<file path="src/rtl/led_fade_pwm_pkg.sv">
// Shared definitions for the LED fade/PWM stage: LED count, level container
// type and the gamma mapping used when LED_FADE_GAMMA_EN is defined.
package led_pkg;

  localparam int LedCount  = 8;
  localparam int LevelMaxW = 16;

  // Wide container for a brightness level; modules narrow it to PWM_BITS.
  typedef logic [LevelMaxW-1:0] led_level_t;

  // Perceptual mapping: square the level and drop PWM_BITS bits. Full scale
  // is pinned to full scale so a solid LED never flickers off for one clock.
  function automatic led_level_t gamma_map(input led_level_t level,
                                           input int unsigned bits);
    logic [2*LevelMaxW-1:0] sq;
    led_level_t             max_lvl;
    max_lvl = led_level_t'((32'd1 << bits) - 32'd1);
    sq      = {{LevelMaxW{1'b0}}, level} * {{LevelMaxW{1'b0}}, level};
    if (level == max_lvl) begin
      return max_lvl;
    end
    return led_level_t'(sq >> bits);
  endfunction

endpackage

</file>
<file path="src/rtl/led_fade_pwm_if.sv">
// Pattern-in / PWM-out bundle between the LED sequencer, the fade stage and
// the board pins. The sequencer side is the master.
interface led_fade_pwm_if;

  logic [led_pkg::LedCount-1:0] led_pattern_i;
  logic [led_pkg::LedCount-1:0] led_display_o;
  logic                         pwm_frame_o;

  modport master (
    output led_pattern_i,
    input  led_display_o,
    input  pwm_frame_o
  );

  modport slave (
    input  led_pattern_i,
    output led_display_o,
    output pwm_frame_o
  );

endinterface

</file>
<file path="src/rtl/led_fade_pwm_channel.sv">
// One LED channel: brightness level with linear decay, frame-aligned duty
// latch and registered PWM compare. With LED_FADE_GAMMA_EN defined the duty
// is the squared (gamma) level; otherwise the level is used directly.
module led_pwm_channel #(
  parameter int   PWM_BITS         = 8,
  parameter int   DECAY_STEP       = 8,
  parameter logic LED_OUT_POLARITY = 1'b0
) (
  input  logic                clk,
  input  logic                rst_n,
  input  logic                active,
  input  logic                decay_tick,
  input  logic                frame_end,
  input  logic [PWM_BITS-1:0] pwm_cnt,
  output logic                led
);
  import led_pkg::*;

  typedef logic [PWM_BITS-1:0] level_t;

  localparam level_t LevelMax = '1;
  localparam level_t Step     = level_t'(DECAY_STEP);

  level_t level;
  level_t level_next;
  level_t duty_next;
  level_t duty_q;

  // Saturating decrement: a level at or below the step lands on zero.
  function automatic level_t sat_sub(input level_t val, input level_t step);
    return (val > step) ? level_t'(val - step) : '0;
  endfunction

  // Level priority: active bit, then decay tick, otherwise hold.
  always_comb begin
    level_next = level;
    if (active) begin
      level_next = LevelMax;
    end else if (decay_tick) begin
      level_next = sat_sub(level, Step);
    end
  end

  // Brightness level register.
  always_ff @(posedge clk or negedge rst_n) begin
    if (!rst_n) begin
      level <= '0;
    end else begin
      level <= level_next;
    end
  end

  // Duty mapping applied at the frame boundary.
  always_comb begin
`ifdef LED_FADE_GAMMA_EN
    duty_next = level_t'(gamma_map(led_level_t'(level), int unsigned'(PWM_BITS)));
`else
    duty_next = level;
`endif
  end

  // Duty only changes on the last count of a frame, so frames never glitch.
  always_ff @(posedge clk or negedge rst_n) begin
    if (!rst_n) begin
      duty_q <= '0;
    end else if (frame_end) begin
      duty_q <= duty_next;
    end
  end

  // Registered compare: full scale is solid on, otherwise duty_q clocks on.
  always_ff @(posedge clk or negedge rst_n) begin
    if (!rst_n) begin
      led <= ~LED_OUT_POLARITY;
    end else if ((duty_q == LevelMax) || (pwm_cnt < duty_q)) begin
      led <= LED_OUT_POLARITY;
    end else begin
      led <= ~LED_OUT_POLARITY;
    end
  end

endmodule

</file>
<file path="src/rtl/led_fade_pwm.sv">
// LED fade/PWM stage behind the 8-LED sequencer. Owns the pattern capture
// register, the decay prescaler, the shared PWM counter and the frame pulse;
// each LED's level/duty/compare lives in led_pwm_channel.
// Optional feature macro: LED_FADE_GAMMA_EN (gamma-mapped duty in channels).
module led_fade_pwm #(
  parameter int   CLK_IN_MHZ       = 125,
  parameter int   PWM_BITS         = 8,
  parameter int   DECAY_US         = 2000,
  parameter int   DECAY_STEP       = 8,
  parameter logic LED_IN_POLARITY  = 1'b0,
  parameter logic LED_OUT_POLARITY = 1'b0
) (
  input  logic              clk_i,
  input  logic              rstn_i,
  led_fade_pwm_if.slave     bus
);
  import led_pkg::*;

  typedef logic [PWM_BITS-1:0] level_t;

  localparam int DecayCycles = CLK_IN_MHZ * DECAY_US;
  localparam int PrescW      = (DecayCycles > 1) ? $clog2(DecayCycles) : 1;
  localparam logic [PrescW-1:0] PrescLast = PrescW'(DecayCycles - 1);
  localparam level_t PwmMax = '1;

  logic [LedCount-1:0] pattern_q;
  logic [LedCount-1:0] active;
  logic [LedCount-1:0] display;
  logic [PrescW-1:0]   presc;
  logic                decay_tick;
  level_t              pwm_cnt;
  logic                frame_end;
  logic                pwm_frame_q;

  assign decay_tick = (presc == PrescLast);
  assign frame_end  = (pwm_cnt == PwmMax);

  // Same-domain pattern capture; reset to all-inactive.
  always_ff @(posedge clk_i or negedge rstn_i) begin
    if (!rstn_i) begin
      pattern_q <= {LedCount{~LED_IN_POLARITY}};
    end else begin
      pattern_q <= bus.led_pattern_i;
    end
  end

  // Bit i is lit while it matches the sequencer's active level.
  always_comb begin
    active = '0;
    for (int i = 0; i < LedCount; i++) begin
      active[i] = (pattern_q[i] == LED_IN_POLARITY);
    end
  end

  // Decay prescaler: one-cycle tick at the terminal count, then back to 0.
  always_ff @(posedge clk_i or negedge rstn_i) begin
    if (!rstn_i) begin
      presc <= '0;
    end else if (decay_tick) begin
      presc <= '0;
    end else begin
      presc <= presc + 1'b1;
    end
  end

  // Free-running PWM counter; natural wrap at full scale.
  always_ff @(posedge clk_i or negedge rstn_i) begin
    if (!rstn_i) begin
      pwm_cnt <= '0;
    end else begin
      pwm_cnt <= pwm_cnt + 1'b1;
    end
  end

  // Frame pulse lines up with the last output clock of each frame.
  always_ff @(posedge clk_i or negedge rstn_i) begin
    if (!rstn_i) begin
      pwm_frame_q <= 1'b0;
    end else begin
      pwm_frame_q <= frame_end;
    end
  end

  for (genvar i = 0; i < LedCount; i++) begin : g_ch
    led_pwm_channel #(
      .PWM_BITS         (PWM_BITS),
      .DECAY_STEP       (DECAY_STEP),
      .LED_OUT_POLARITY (LED_OUT_POLARITY)
    ) u_ch (
      .clk        (clk_i),
      .rst_n      (rstn_i),
      .active     (active[i]),
      .decay_tick (decay_tick),
      .frame_end  (frame_end),
      .pwm_cnt    (pwm_cnt),
      .led        (display[i])
    );
  end

  assign bus.led_display_o = display;
  assign bus.pwm_frame_o   = pwm_frame_q;

endmodule

</file>
<file path="src/flat_wrapper.sv">
// flat-port wrapper written by rule: the top's interface ports become plain ports
module led_fade_pwm_flat import led_pkg::*;
#(
  parameter int   CLK_IN_MHZ       = 125,
  parameter int   PWM_BITS         = 8,
  parameter int   DECAY_US         = 2000,
  parameter int   DECAY_STEP       = 8,
  parameter logic LED_IN_POLARITY  = 1'b0,
  parameter logic LED_OUT_POLARITY = 1'b0
)
  (clk_i, rstn_i, bus_led_pattern_i, bus_led_display_o, bus_pwm_frame_o);
  led_fade_pwm_if bus_i ();
  input  logic clk_i;
  input  logic rstn_i;
  input wire logic [$bits(bus_i.led_pattern_i)-1:0] bus_led_pattern_i;
  output wire logic [$bits(bus_i.led_display_o)-1:0] bus_led_display_o;
  output wire logic [$bits(bus_i.pwm_frame_o)-1:0] bus_pwm_frame_o;
  assign bus_i.led_pattern_i = bus_led_pattern_i;
  assign bus_led_display_o = bus_i.led_display_o;
  assign bus_pwm_frame_o = bus_i.pwm_frame_o;
  led_fade_pwm #(.CLK_IN_MHZ(CLK_IN_MHZ), .PWM_BITS(PWM_BITS), .DECAY_US(DECAY_US), .DECAY_STEP(DECAY_STEP), .LED_IN_POLARITY(LED_IN_POLARITY), .LED_OUT_POLARITY(LED_OUT_POLARITY)) u_core (.clk_i(clk_i), .rstn_i(rstn_i), .bus(bus_i));
endmodule
</file>
<file path="config.mk">
export PLATFORM = sky130hd
export DESIGN_NAME = led_fade_pwm_flat
export DESIGN_NICKNAME = d
export VERILOG_FILES = /design/src/rtl/led_fade_pwm_pkg.sv /design/src/rtl/led_fade_pwm_if.sv /design/src/rtl/led_fade_pwm_channel.sv /design/src/rtl/led_fade_pwm.sv /design/src/flat_wrapper.sv
export SDC_FILE = /design/constraint.sdc
export NUM_CORES = 1
export LEC_CHECK = 0
export BUFFER_PORTS_ARGS = -buffer_cell sky130_fd_sc_hd__clkbuf_2
export CORE_MARGIN = 4
export CORE_UTILIZATION = 55
export DETAILED_ROUTE_END_ITERATION = 6
export HOLD_SLACK_MARGIN = 0.15
export PLACE_DENSITY_LB_ADDON = 0.25
export SLEW_MARGIN = 10
export SYNTH_ARGS = -nofsm -noshare
export SYNTH_HDL_FRONTEND = slang
export SYNTH_SLANG_ARGS = --single-unit
</file>
<file path="constraint.sdc">
create_clock -name clk_i -period 3.8 [get_ports clk_i]
set_input_delay 0.76 -clock clk_i [delete_from_list [all_inputs] [get_ports clk_i]]
set_output_delay 0.76 -clock clk_i [all_outputs]
set_load 0.02 [all_outputs]
</file>
==> results.yml <==
setup_path:
  r2r-start: "u_core.presc[13]"
  crit_start: "u_core.presc[13]"
  required_ps: 4150
  path_max_fanout: 15
  r2r_cells: 6
  crit_arrival_ps: 3200
  criticalPathCategory: "register to register"
  cp_common_cell: "nand3_1"
  path_cells: "or4b_4, nor3_4, buf_4, and2_0, nand3_1, nand3_1"
  end_kind: "register"
  cp_slowest_cell: "and2_0"
  start_kind: "register"
  max_stage_delay_ps: 810
clocking:
  cts_hold_buf: 0
  cts.clk_slew.worst_paths_ps: 60
  h-tree-depth: 4
  numCtsBuffers: 17
  cts_tree: "yes"
  cts-root-buf: "clkbuf_16"
  cts.sinks: 139
  clock_latency_ps: 420
  cts_resized: 0
  ctsLongestPathBuffers: 2
  cts_setup_buffers: 0
synth:
  ys_seq_area_share_pct: 48.1
  ys.warnings.count: 0
  ys_ff_latch: 139
  synth.most_common_cell: "dfrtp_1"
  synth.distinct_cells: 38
  async_flop_share_pct: 100
  avgSynthCellArea_sq_um: 9.85
  yosysTopAreaCell: "dfrtp_1"
  synth_nets: 815
  syn-instance-count: 739
  ys_top_cells_by_area: "dfrtp_1, ha_1, dfstp_2"
  synth_area_sq_um: 7280
  yosys_most_used_dff: "dfrtp_1"
  yosysTopAreaCellShare_pct: 42.3
  synth_commonest_cells: "dfrtp_1, inv_1, nand2_1, ha_1, nand3_1"
  synth_edf_count: 0
floorplanning:
  dieWidth_um: 123
  fp.dieH_um: 123
  start_util_pct: 57.0
  fp-row-count: 41
  io_pins: 19
  dieArea_sq_um: 15100
  core_area_sq_um: 12800
timing:
  tightest_slew_ps: 1000
  slew_headroom_pct: 33.1
  post-route-period-util_pct: 75.0
  setup_viol: 0
  finalClockSkew_ps: 6.22
  layout_min_cycle_time_ps: 2850
  grt_setup_unrepaired: "false"
  fin_setup_tns_ps: 0
  final_max_slew_viol_count: 0
  finalHoldViolCount: 0
  fmax_ghz: 0.351
cells_and_area:
  antenna_cells: 0
  finalInstanceArea_sq_um: 8060
  fillCellCount: 1023
  finalNonFillerCells: 941
  fin_nets: 832
  area_growth_pct: 10.7
  drive_above_1_share_pct: 13.5
min_path:
  hold_path.class: "primary input to async pin"
drt:
  wl_um: 15100
  drtIter0Drc: 401
  post-route-drc-count: 0
  wl_per_cell_um: 16.0
  vias: 5354
  detail_route.vias_per_cell: 5.69
  detail-route-antenna-nets: 0
  dr.pass1.iters: 7
global_route:
  grt_max_degree: 94
  grt_antenna_before_repair: 0
  grtUsageTotal_pct: 21.6
  grt_overflow: 0
  grt_first_pass_wirelength_um: 25300
  first_global_vias: 5264
placed_design:
  port_buffers: 18
  gp_congestion: 0.790
  placed_cells: 909
  hpwl_um: 10200
  place_area_sq_um: 7510
run_status:
  status: "finished, final reports clean"
flow_run:
  cap_violations: 0
power_and_ir_drop:
  max-vdd-ir-drop_uv: 290
  power_density_nw_per_um2: 381
  p_leak_uw: 0.00371
-- worst paths after layout --
kind                                                          to  slack, ps
worst max-delay path            u_core.g_ch[2].u_ch.duty_next[3]        950
worst max register to register  u_core.g_ch[2].u_ch.duty_next[3]        950
worst min register to register  u_core.g_ch[0].u_ch.duty_next[7]        480
min in group clk_i                           u_core.pattern_q[1]        420
worst min-delay path               u_core.g_ch[4].u_ch.duty_q[6]        420
max in group asynchronous                    u_core.pattern_q[2]       2460
-- cell usage in the layout, fill, tap and decap left out, drive strengths merged --
cell	count
nor4	1
inv	89
or2	1
and2	3
ha	66
xnor2	10
nand4bb	1
a21o	8
mux2	32
dfstp	16
and4b	1
bufinv	1
nand3	60
clkinvlp	2
a21boi	1
o31ai	9
nand2	87
nor2	30
clkbuf	42
mux2i	8
or4	15
or3	9
xor2	11
nor3	10
and3	3
nand4	22
a31oi	7
a21oi	32
dfrtp	123
clkinv	4
or4b	1
buf	7
o311ai	8
o21ai	39
o211ai	1
nand2b	9
-- registers in the layout, indices dropped and copies added (netlist names) --
name                        count
u_core.g_ch.u_ch.duty_q        48
u_core.pattern_q                8
u_core.bus.pwm_frame_o          1
u_core.g_ch.u_ch.duty_next     48
u_core.g_ch.u_ch.led            8
u_core.pwm_cnt                  8
u_core.presc                   18
-- critical path, delay by kind of cell, from the launching register on --
kind	cells	cell delay, ps
buf+inv	1	290
flops	1	410
simple gates	5	2090
-- metrics by stage --
| step | hold slack, ps | setup slack, ps | util, % | total power [uW] |
|---|---|---|---|---|
| final | 421 | 949 | 63.1 | 3070 |
| after global routing | 402 | 761 | 63.1 | 3180 |
| after CTS | 408 | 903 | 63.1 | 3090 |
| after detailed placement | 467 | 915 | 58.8 | 1560 |
| after global placement | 465 | 1030 | 58.8 | 1560 |
| after floorplan | 447 | 1670 | - | 1520 |
-- per-layer routing --
metal	routed length [um]	up-vias	GRT usage [%]
li1	-	2594	-
met1	6800	2609	28.2
met2	7290	126	35.4
met3	677	25	4.53
met4	331	0	8.58
met5	0	-	0
-- kinds of logic after synthesis --
| logic type | share of synthesized area [%] |
|---|---|
| simple gates | 17.2 |
| flops | 48.1 |
| buf+inv | 6.41 |
| compound gates | 8.41 |
| fa+ha+maj | 11.3 |
| mux | 6.05 |
| xor+xnor | 2.53 |
-- where the power goes --
part           switching, uW  internal [uW]  total [uW]
Clock                    589            946        1540
Combinational           28.7           5.76        34.5
Sequential              8.06           1490        1500
Total                    626           2440        3070
-- layout make-up --
type	instances	area, sq um	share of cell area (%)
timing repair buffer	24	141	1.75
multi-input combinational	485	3320	41.2
inverter	89	334	4.15
clock buffer	25	485	6.02
tap	172	215	2.67
sequential	139	3500	43.4
clock inverter	7	65.1	0.807
No activity file was read; power rests on OpenSTA's default activity.
